<file path="src/rtl/muldiv.sv">
// Iterative RV32M/RV64M multiply/divide unit: radix-2 shift-add multiplier and
// restoring divider, one bit per cycle, with hardware fast path for div-by-zero/overflow.
module muldiv #(
    parameter int XLEN = 32
) (
    input  logic            i_clk,
    input  logic            i_rst,
    input  logic            i_valid,
    output logic            o_ready,
    input  logic [2:0]      i_funct3,
    input  logic [XLEN-1:0] i_op_a,
    input  logic [XLEN-1:0] i_op_b,
    input  logic            i_flush,
    output logic            o_valid,
    input  logic            i_ready,
    output logic [XLEN-1:0] o_result,
    output logic [1:0]      o_state
);
    localparam int CW = $clog2(XLEN);
    localparam logic [CW-1:0] LAST = CW'(XLEN - 1);
    localparam logic [XLEN-1:0] MIN = {1'b1, {(XLEN-1){1'b0}}};

    localparam logic [2:0] F_MUL = 3'b000, F_MULH = 3'b001, F_MULHSU = 3'b010, F_MULHU = 3'b011;
    localparam logic [2:0] F_DIV = 3'b100, F_DIVU = 3'b101, F_REM = 3'b110;

    typedef enum logic [1:0] {S_IDLE = 2'd0, S_CALC = 2'd1, S_DONE = 2'd2} state_t;

    state_t              r_state;
    logic [CW-1:0]       r_cnt;
    logic [2:0]          r_op;
    logic                r_sign_a, r_sign_b, r_valid;
    logic [XLEN-1:0]     r_mcand, r_div, r_quo, r_rem, r_result;
    logic [2*XLEN-1:0]   r_prod;

    logic                w_sa, w_sb, w_div0, w_ovf, w_fast, w_qbit, w_neg_p;
    logic [XLEN-1:0]     w_abs_a, w_abs_b, w_fast_res, w_diff, w_rem_nx, w_quo_nx;
    logic [XLEN-1:0]     w_quo_fix, w_rem_fix, w_final;
    logic [XLEN:0]       w_sum, w_shift;
    logic [2*XLEN-1:0]   w_prod_nx, w_prod_fix;

    // Request side: a request transfers on a rising edge where i_valid && o_ready && !i_flush.
    // Result side: o_result transfers on a rising edge where o_valid && i_ready.
    assign o_ready  = (r_state == S_IDLE);
    assign o_valid  = r_valid;
    assign o_result = r_result;
    assign o_state  = r_state;

    always_comb begin
        w_sa    = i_op_a[XLEN-1] && (i_funct3 == F_MULH || i_funct3 == F_MULHSU ||
                                     i_funct3 == F_DIV  || i_funct3 == F_REM);
        w_sb    = i_op_b[XLEN-1] && (i_funct3 == F_MULH || i_funct3 == F_DIV || i_funct3 == F_REM);
        w_abs_a = w_sa ? -i_op_a : i_op_a;
        w_abs_b = w_sb ? -i_op_b : i_op_b;
        w_div0  = (i_op_b == '0);
        w_ovf   = (i_funct3 == F_DIV || i_funct3 == F_REM) && (i_op_a == MIN) && (i_op_b == '1);
        w_fast  = i_funct3[2] && (w_div0 || w_ovf);
        if (w_div0) w_fast_res = i_funct3[1] ? i_op_a : '1;
        else        w_fast_res = i_funct3[1] ? '0 : i_op_a;
    end

    always_comb begin
        w_sum      = {1'b0, r_prod[2*XLEN-1:XLEN]} + (r_prod[0] ? {1'b0, r_mcand} : '0);
        w_prod_nx  = {w_sum, r_prod[XLEN-1:1]};
        // The shifted partial remainder carries one guard bit above XLEN.
        w_shift    = {r_rem, r_quo[XLEN-1]};
        w_qbit     = (w_shift >= {1'b0, r_div});
        w_diff     = w_shift[XLEN-1:0] - r_div;
        w_rem_nx   = w_qbit ? w_diff : w_shift[XLEN-1:0];
        w_quo_nx   = {r_quo[XLEN-2:0], w_qbit};
        w_neg_p    = (r_op == F_MULHSU) ? r_sign_a : (r_sign_a ^ r_sign_b);
        w_prod_fix = w_neg_p ? -w_prod_nx : w_prod_nx;
        w_quo_fix  = (r_sign_a ^ r_sign_b) ? -w_quo_nx : w_quo_nx;
        w_rem_fix  = r_sign_a ? -w_rem_nx : w_rem_nx;
        case (r_op)
            F_MUL:                     w_final = w_prod_fix[XLEN-1:0];
            F_MULH, F_MULHSU, F_MULHU: w_final = w_prod_fix[2*XLEN-1:XLEN];
            F_DIV, F_DIVU:             w_final = w_quo_fix;
            default:                   w_final = w_rem_fix;
        endcase
    end

    always_ff @(posedge i_clk or posedge i_rst) begin
        if (i_rst) begin
            r_state  <= S_IDLE;
            r_cnt    <= '0;
            r_op     <= '0;
            r_sign_a <= 1'b0;
            r_sign_b <= 1'b0;
            r_valid  <= 1'b0;
            r_mcand  <= '0;
            r_div    <= '0;
            r_quo    <= '0;
            r_rem    <= '0;
            r_prod   <= '0;
            r_result <= '0;
        end else if (i_flush) begin
            r_state <= S_IDLE;
            r_cnt   <= '0;
            r_valid <= 1'b0;
        end else begin
            case (r_state)
                S_IDLE: if (i_valid) begin
                    r_op     <= i_funct3;
                    r_sign_a <= w_sa;
                    r_sign_b <= w_sb;
                    r_mcand  <= w_abs_a;
                    r_div    <= w_abs_b;
                    r_prod   <= {{XLEN{1'b0}}, w_abs_b};
                    r_quo    <= w_abs_a;
                    r_rem    <= '0;
                    r_cnt    <= '0;
                    if (w_fast) begin
                        r_result <= w_fast_res;
                        r_state  <= S_DONE;
                    end else begin
                        r_state  <= S_CALC;
                    end
                end
                S_CALC: begin
                    r_prod <= w_prod_nx;
                    r_quo  <= w_quo_nx;
                    r_rem  <= w_rem_nx;
                    r_cnt  <= r_cnt + 1'b1;
                    if (r_cnt == LAST) begin
                        r_result <= w_final;
                        r_cnt    <= '0;
                        r_state  <= S_DONE;
                    end
                end
                S_DONE: begin
                    // o_valid rises one edge after entering DONE and drops on the result handshake.
                    if (!r_valid) begin
                        r_valid <= 1'b1;
                    end else if (i_ready) begin
                        r_valid <= 1'b0;
                        r_state <= S_IDLE;
                    end
                end
                default: r_state <= S_IDLE;
            endcase
        end
    end
endmodule

</file>
<file path="config.mk">
export PLATFORM = sky130hd
export DESIGN_NAME = muldiv
export DESIGN_NICKNAME = d
export VERILOG_FILES = /design/src/rtl/muldiv.sv
export SDC_FILE = /design/constraint.sdc
export NUM_CORES = 1
export LEC_CHECK = 0
export CORE_MARGIN = 1.5
export CORE_UTILIZATION = 57
export CTS_BUF_LIST = sky130_fd_sc_hd__clkbuf_2 sky130_fd_sc_hd__clkbuf_4 sky130_fd_sc_hd__clkbuf_8
export DETAILED_ROUTE_END_ITERATION = 12
export PLACE_DENSITY = 0.79
export SLEW_MARGIN = 10
export SYNTH_ARGS = -nofsm -noshare
export SYNTH_HDL_FRONTEND = slang
export SYNTH_SLANG_ARGS = --single-unit
</file>
<file path="constraint.sdc">
create_clock -name i_clk -period 7.5 [get_ports i_clk]
set_input_delay 0.75 -clock i_clk [delete_from_list [all_inputs] [get_ports i_clk]]
set_output_delay 0.75 -clock i_clk [all_outputs]
set_load 0.1 [all_outputs]
</file>
Word-level counts from Yosys, hierarchy flattened
Cells that the tools add are included.
- bits in registers: 237
- output and inout bits: 36
- mux-type cells: 37
- eq/ne operators: 21
- bitwise gates (word level): 2
- reductions and logical operators: 25
- $lt $le $gt $ge: 1
- add/subtract/negate cells: 8
- operators with widths (kind ; number):
    32-bit 2-to-1 mux ; 14
    32-bit one-hot mux with 2 select lines ; 3
    64-bit 2-to-1 mux ; 2
    32-bit negation ; 4
    64-bit one-hot mux with 2 select lines ; 1
    32-bit one-hot mux with 3 select lines ; 1
    32-bit equality test (second input constant) ; 2
    64-bit negation ; 1
    32-bit by 32-bit adder with 33-bit output ; 1
    33-bit by 32-bit greater-or-equal comparator with 1-bit output ; 1
    32-bit zero test ; 1
    32-bit subtractor ; 1
    5-bit 2-to-1 mux ; 3
    3-bit equality test (second input constant) ; 4
    2-bit 2-to-1 mux ; 6
    5-bit one-hot mux with 2 select lines ; 1
    3-bit by 2-bit equality test with 1-bit output (second input constant) ; 3
    3-bit inequality test (second input constant) ; 3
    1-bit logical OR ; 7
    3-bit by 1-bit equality test with 1-bit output (second input constant) ; 2
    2-bit one-hot mux with 3 select lines ; 1
    3-bit AND reduction ; 2
    5-bit by 1-bit adder with 5-bit output (second input constant) ; 1
    5-bit equality test (second input constant) ; 1
    other kinds (18) ; 28

Longest topological paths before layout
Gate-level depths: netlist (run 1).
- depth in word-level cells: 10
- depth in mapped cells: 23
- mapped depth without buffers: 20

Least setup slack after synthesis (run 1)
Ideal clock, no wire load.
- path type: reg-to-reg
- start: register r_rem[1]
- end: register r_result[28], in the netlist o_result[28]
- setup slack: 2608 ps
- cell stages (with the launch flop): 23
- data arrival time: 4792 ps
- buffers on the path: 3
- period minus slack after synthesis: 4892 ps
- setup time: 99 ps
- path through: dfrtp_1 -> ha_1 -> clkbuf_2 -> o21a_4 -> o211ai_4 -> a2111oi_4 -> o31a_2 -> o2111ai_2 -> nand2_2 -> buf_1 -> buf_2 -> nand2_1 -> o21ai_0 -> ha_1 -> nand3_1 -> or3_1 -> nor2b_1 -> and4_1 -> a22o_1 -> o2111ai_1 -> a21o_1 -> a21o_1 -> a311oi_1
- longest elaborated chain between the ends: 7
- ends and longest elaborated chain (what ; RTL line ; text):
    start: declaration ; 32 ; logic [XLEN-1:0] r_mcand, r_div, r_quo, r_rem, r_result;
    start signal: assignment ; 122 ; r_rem <= w_rem_nx;
    32-bit subtractor / 33-bit by 32-bit greater-or-equal comparator with 1-bit output (equally long branches) ; 67, 66 ;
    32-bit 2-to-1 mux ; 68 ; w_rem_nx = w_qbit ? w_diff : w_shift[XLEN-1:0];
    32-bit negation ; 73 ; w_rem_fix = r_sign_a ? -w_rem_nx : w_rem_nx;
    32-bit 2-to-1 mux ; 73 ;
    32-bit one-hot mux with 3 select lines (*) ; 74 ; case (r_op)
    32-bit 2-to-1 mux (*) ; 124 ; if (r_cnt == LAST) begin
    32-bit one-hot mux with 2 select lines (*) ; 101 ; case (r_state)
    end signal: assignment ; 113 ; r_result <= w_fast_res;
    end signal: assignment ; 125 ; r_result <= w_final;
    end: declaration ; 32 ;
Every way passes the cells marked *; elsewhere a longest branch is shown, timed or not. The select of a mux whose other input is x is not followed.
A chain may end at the register's enable or synchronous reset.

Worst setup path in the final report (run 1)
- start: register r_rem[6]
- end: register r_result[28], in the netlist o_result[28]
Same word-level chain as after synthesis.

==> metrics.md, run 1 <==
| Metric | Value |
|---|---|
| Synth cell types | `110` |
| Clock sink count | `237` |
| Setup crit end | `o_result[28]` |
| Ys Warns | `0` |
| Post-layout util | `0.6477` |
| Syn Std Cell Area | `20260 um^2` |
| Slew @ Worst Pin | `1.289 ns` |
| RSZ-0062 raised after global routing | `false` |
| Top cells by area, synth | `dfrtp_1 29%, o21ai_0 7.9%, nand2_1 5.9%, a21oi_1 5.3%, xor2_1 5.0%` |
| Vias in the first global route | `19610` |
| Area Growth Syn to Fin | `11.27%` |
| Cts repair resizes | `0` |
| Setup CP Type | `flop to flop` |
| Final setup TNS | `0 ns` |
| Startpoint class of the critical path | `flop` |
| Syn nets | `2726` |
| Met1 Use GR | `0.5861` |
| Synth cell count leaders | `320 x nand2_1, 320 x o21ai_0, 237 x dfrtp_1` |
| Hold_sp | `r_mcand[23]` |
| Grt met2 use | `0.6190` |
| Die width | `191.5 um` |
| Slew Limit Fails | `0` |
| Die footprint | `36680 um^2` |
| Crit Reg-Reg Startpoint | `r_rem[6]` |
| Met3 usage | `0.1269` |
| Worst Path Required | `8.02 ns` |
| Ports | `108` |
| FF-to-FF End | `o_result[28]` |
| Worst-path maximum fanout | `11` |
| CP arrival | `6.36 ns` |
| H-tree depth | `2` |
| DPL Wire Length | `59.75 mm` |
| Total grt overflow | `0` |
| Post-synth top area share | `0.2928` |
| Final setup vio count | `0` |
| Post-DRT Antenna Nets | `0` |
| Fmax achieved | `0.1712 GHz` |
| Clk_skew | `0.04048 ns` |
| Min Tclk post-route | `5.840 ns` |
| Final Hold Vio Count | `0` |
| DRT Pass-1 Iters | `8` |
| Via count | `21360` |
| Worst-path clk slew | `0.06 ns` |
| CTS tree | `built` |
| Main flop type after synthesis | `dfrtp_1` |
| WL/cell | `25.48 um` |
| Fill cells | `3012` |
| Rows | `68` |
| Number of synthesized register bits | `237` |
| Post-CTS Hold Buffers | `0` |
| Vias/cell | `6.916` |
| DRC | `0` |
| Final nets | `2744` |
| Fin crit share | `0.7786` |
| Initial antenna violation count | `4` |
| Largest net degree at the start of global routing | `153` |
| Mapped Avg Cell Area | `7.851 um^2` |
| CTS root buf | `clkbuf_8` |
| Hold_ws | `0.4741 ns` |
| Die Ht | `191.5 um` |
| Final WL | `78.69 mm` |
| Hold Crit Class | `flop to flop` |
| Crit path from | `r_rem[6]` |
| Slew headroom | `0.1409` |
| Global route hottest layer | `met2` |
| Num CTS Buffers | `46` |
| Placer Congestion | `1.026` |
| GRT Resource Usage Total | `0.4271` |
| Crit path capture type | `flop` |
| Ys async rst share | `1.000` |
| Register area share after synthesis | `0.2928` |
| Worst skew pair latency | `0.64 ns` |
| Internal reg-to-reg setup slack | `1.66 ns` |
| Core area | `34800 um^2` |
| Clk buf depth | `3` |
| First-pass GRT wire length | `118.2 mm` |
| Post-Synthesis Cells | `2580` |
| Post-synth EDFFs | `0` |
| Cell taking the most area after synthesis | `dfrtp_1` |
| Post-CTS setup buffers | `0` |
| Run status | `complete, no violations` |
| Port buffer count | `107` |
| Share of cells above drive strength 1 | `0.06765` |
| Reg2reg path depth | `17` |
| Max cap viols | `0` |
| Initial Util | `0.5821` |
| 1st-iter DRT viols | `2938` |
-- flip-flops by register name (all words and copies together), names as in the netlist --
register  cells
o_valid       1
o_state       2
r_mcand      32
r_div        32
r_sign_a      1
o_result     32
r_cnt         5
r_sign_b      1
r_op          3
r_prod       64
r_quo        32
r_rem        32
-- final cells by class --
cell class	count	area, um^2	share of cell area
Inverter	59	229.0	0.01016
Antenna cell	2	5.005	0.0002220
Multi-Input combinational cell	2121	13500	0.5991
Timing Repair Buffer	133	1279	0.05673
Clock buffer	70	888.4	0.03941
Clock inverter	11	133.9	0.005940
Sequential cell	237	5931	0.2631
Tap cell	455	569.3	0.02526
-- critical path, stage by stage, from the launching register on --
cell and delay, ns:
dfrtp_1 0.46, ha_1 0.44, nand2_1 0.22, o21ai_0 0.15, nor2b_1 0.20, o31a_2 0.40, o2111ai_2 0.56, nand2_2 0.16
o21ai_0 0.73, ha_1 0.35, nand2_1 0.12, nor3_1 0.24, nor4bb_1 0.55, a22o_1 0.33, o2111ai_1 0.16, a21o_1 0.22
a21o_1 0.15, a311oi_1 0.27
-- worst min path at each step --
| stage | end | cells after the start | slack (ns) |
|---|---|---|---|
| floorplan | r_mcand[0] | 2 | 0.44 |
| detailed placement | r_mcand[23] | 2 | 0.46 |
| finish | r_mcand[23] | 2 | 0.47 |
| global placement | r_mcand[21] | 2 | 0.45 |
| global route | o_result[1] | 1 | 0.48 |
| CTS | r_mcand[23] | 2 | 0.48 |
-- per-layer routing --
layer | share of wire | wire (um)
met3 | 0.12 | 9779
met4 | 0.050 | 3918
met2 | 0.41 | 32630
met5 | 0.0010 | 79
met1 | 0.41 | 32280
-- placed cells by master (no fill, tap or decap), types with 13 or more instances in the layout --
cell type,Yosys,final
buf_4,2,25
and3_1,26,26
dfrtp_1,237,237
ha_1,72,72
a31oi_1,22,22
nor3_1,73,73
a21o_1,25,25
clkbuf_8,0,58
mux2i_1,38,38
a22o_1,26,26
o211ai_1,14,14
nand3_1,40,40
inv_1,57,56
o21ai_0,320,320
a21oi_1,213,213
maj3_1,28,28
and2_1,59,59
nand4_1,37,37
xnor2_1,98,95
nand2b_1,17,17
or3_1,37,37
nor4_1,29,29
nand2_1,320,320
nor2_1,186,184
o221ai_1,13,13
o41ai_1,17,17
xor2_1,115,115
clkdlybuf4s50_1,0,107
o31ai_1,33,33
a221oi_1,15,15
a211oi_1,22,22
-- through the flow --
step	instance area, um^2	std cells	setup slack, ns
after floorplan	20260	2580	0.2470
after global placement	21510	3005	2.055
after detailed placement	21510	3005	1.886
after CTS	22530	3086	1.905
after global routing	22530	3086	1.307
final	22540	3088	1.660
-- kinds of logic (layout without fill, tap and decap cells) --
kind of cell,count (synthesis),after routing,share of synthesized area
flip-flops,237,237,0.2928
XOR/XNOR,213,213,0.09210
buffers and inverters,222,273,0.04318
adder cells (fa/ha/maj),102,102,0.06029
other,0,2,0
AO/OA/AOI/OAI,852,852,0.2679
multiplexers,43,43,0.02156
AND/OR/NAND/NOR,911,911,0.2222
Power of run 1 is left out: the tool's default activity adds up to more than one toggle a clock period on the data nets, which glitch-free logic cannot reach.
==> run 2: changes to the inputs <==
clock period = 5 ns   (was 7.5 ns; I/O delays follow)
==> metrics.md, run 2 (synthesis results as in run 1) <==
| Metric | Value |
|---|---|
| Footprint of the multi-input gates | `13580 um^2 (+0.55%)` |
| Rows | `68 (unchanged)` |
| Total grt overflow | `0 (unchanged)` |
| Area Growth Syn to Fin | `13.21%` |
| Clock sink count | `237 (unchanged)` |
| Num CTS Buffers | `44 (-4.3%)` |
| Die Ht | `191.5 um (unchanged)` |
| Slew @ Worst Pin | `1.039 ns (-0.2501 ns)` |
| WL/cell | `25.58 um (+0.39%)` |
| Crit-path leading delay family | `compound AO/OA/AOI/OAI gates` |
| Slew Limit Fails | `0 (unchanged)` |
| CP peak stage delay | `0.60 ns (-0.13 ns)` |
| Final nets | `2793 (+1.8%)` |
| Most used cell, CP | `xnor2_1` |
| CTS root buf | `clkbuf_8` |
| Largest net degree at the start of global routing | `188 (+23%)` |
| Die footprint | `36680 um^2 (unchanged)` |
| Post-DRT Antenna Nets | `0 (unchanged)` |
| GRT Resource Usage Total | `0.4368 (+0.009670)` |
| Initial Util | `0.5821 (unchanged)` |
| CP arrival | `5.39 ns (-0.97 ns)` |
| Max FFs per register | `64 (unchanged)` |
| Most frequent cells in the layout | `320 x nand2_1, 320 x o21ai_0, 235 x dfrtp_1, 212 x a21oi_1, 184 x nor2_1` |
| Setup WS post-layout | `0.1030 ns (-1.557 ns)` |
| Pre-CTS setup slack | `0.1374 ns (-1.749 ns)` |
| Share of cells above drive strength 1 | `0.08860 (+0.02094)` |
| Crit path buffers/inverters | `0 (unchanged)` |
| Port buffer count | `107 (unchanged)` |
| Worst-path maximum fanout | `19 (+8)` |
| Startpoint class of the critical path | `flop` |
| DPL Wire Length | `61.35 mm (+2.7%)` |
| 1st-iter DRT viols | `2726 (-7.2%)` |
| Post-CTS Hold Buffers | `0 (unchanged)` |
| Largest reg by FF count | `r_prod` |
| Die width | `191.5 um (unchanged)` |
| Vias/cell | `6.851 (-0.94%)` |
| Final setup vio count | `0 (unchanged)` |
| DRC | `0 (unchanged)` |
| Vias in the first global route | `19460 (-0.72%)` |
| Initial antenna violation count | `2 (-2)` |
| CTS tree | `built` |
| Worst Path Required | `5.49 ns (-2.53 ns)` |
| Fill cells | `3055 (+1.4%)` |
| Crit path capture type | `flop` |
| First-pass GRT wire length | `119.6 mm (+1.2%)` |
| Register Area | `5933 um^2 (about the same)` |
| Min Tclk post-route | `4.897 ns (-0.9427 ns)` |
| Worst path slowest cell | `dfrtp_1` |
| Slew headroom | `0.3062 (+0.1653)` |
| Fmax achieved | `0.2042 GHz (+19%)` |
| Clk buf depth | `3 (unchanged)` |
| Core area | `34800 um^2 (unchanged)` |
| Via count | `21450 (+0.44%)` |
| Placer Congestion | `1.041 (+1.5%)` |
| Hold Crit Class | `primary input to asynchronous set/reset pin` |
| H-tree depth | `2 (unchanged)` |
| Final Hold Vio Count | `0 (unchanged)` |
| Final WL | `80.10 mm (+1.8%)` |
| Fin crit share | `0.9794 (+0.2008)` |
| Worst skew pair latency | `0.62 ns (-0.02 ns)` |
| Setup CP Type | `flop to flop` |
| DRT Pass-1 Iters | `6 (-2)` |
| Critical-path cell list | `and2_1 -> ha_1 -> fa_1 -> a21o_1 -> a311o_1 -> a21oi_1 -> xnor2_1 -> nor4_4 -> nand4_2 -> or3_1 -> o31ai_2 -> xnor2_1 -> o221ai_1 -> a221o_1` |
| Worst-path clk slew | `0.06 ns (about the same)` |
| Ports | `108 (unchanged)` |
| Max cap viols | `0 (unchanged)` |
| Run status | `complete, no violations` |
| Clk_skew | `0.01691 ns (-0.02357 ns)` |
==> run 2: cell count changes in the layout (fill, tap and decap cells not counted), sizes merged <==
| cell | previous run | this run |
|---|---|---|
| clkinvlp | 0 | 2 |
| bufinv | 3 | 2 |
| clkinv | 8 | 4 |
| buf | 26 | 77 |
| inv | 59 | 57 |
| clkbuf | 70 | 68 |
| diode | 2 | 1 |
==> run 2: tightest hold or removal path, delay by kind of cell <==
family	cells	cell delay, ns
buf+inv	3	1.01
==> run 2: final timing paths <==
path	start	end	depth (start not counted)	slack, ns
worst max-delay path	r_prod[0]	o_result[15]	14	0.10
worst min-delay path	i_rst	r_rem[17]	3	0.42
worst max register to register	r_prod[0]	o_result[15]	14	0.10
worst min register to register	r_mcand[9]	r_mcand[9]	2	0.47
max in group asynchronous	i_rst	r_rem[7]	4	3.26
min in group i_clk	r_mcand[9]	r_mcand[9]	2	0.47
==> run 2: metal layers <==
| layer | vias to the layer above | global-route usage | wire length (um) |
|---|---|---|---|
| met5 | - | 0 | 0 |
| met4 | 0 | 0.1731 | 3407 |
| met3 | 199 | 0.1155 | 9908 |
| met2 | 1339 | 0.6401 | 34050 |
| met1 | 10350 | 0.6105 | 32730 |
| li1 | 9565 | - | - |
==> run 2: layout make-up <==
type / instances / share of cell area
Antenna cell: 1 / 0.0001091
Clock buffer: 68 / 0.03727
Sequential cell: 237 / 0.2587
Inverter: 59 / 0.009821
Clock inverter: 6 / 0.003601
Timing Repair Buffer: 184 / 0.07355
Tap cell: 455 / 0.02483
Multi-Input combinational cell: 2121 / 0.5921
==> run 2: through the flow <==
step,setup TNS (ns),std cells,instance area [um^2],hold WS [ns],util
global route,-0.06626,3130,22930,0.4918,0.6589
detailed placement,0,3054,21900,0.4633,0.6294
global placement,0,3054,21900,0.4533,0.6294
CTS,0,3128,22840,0.4748,0.6563
floorplan,0,2580,20260,0.4418,-
finish,0,3131,22930,0.4160,0.6590
==> run 2: what timing repair did <==
item | in CTS | in global routing
buffers inserted | 0 | 2
hold endpoints to repair | 0 | 0
endpoints found under the setup margin | 0 | 12
gates resized for setup | 0 | 18
Power of run 2 is left out for the same reason.
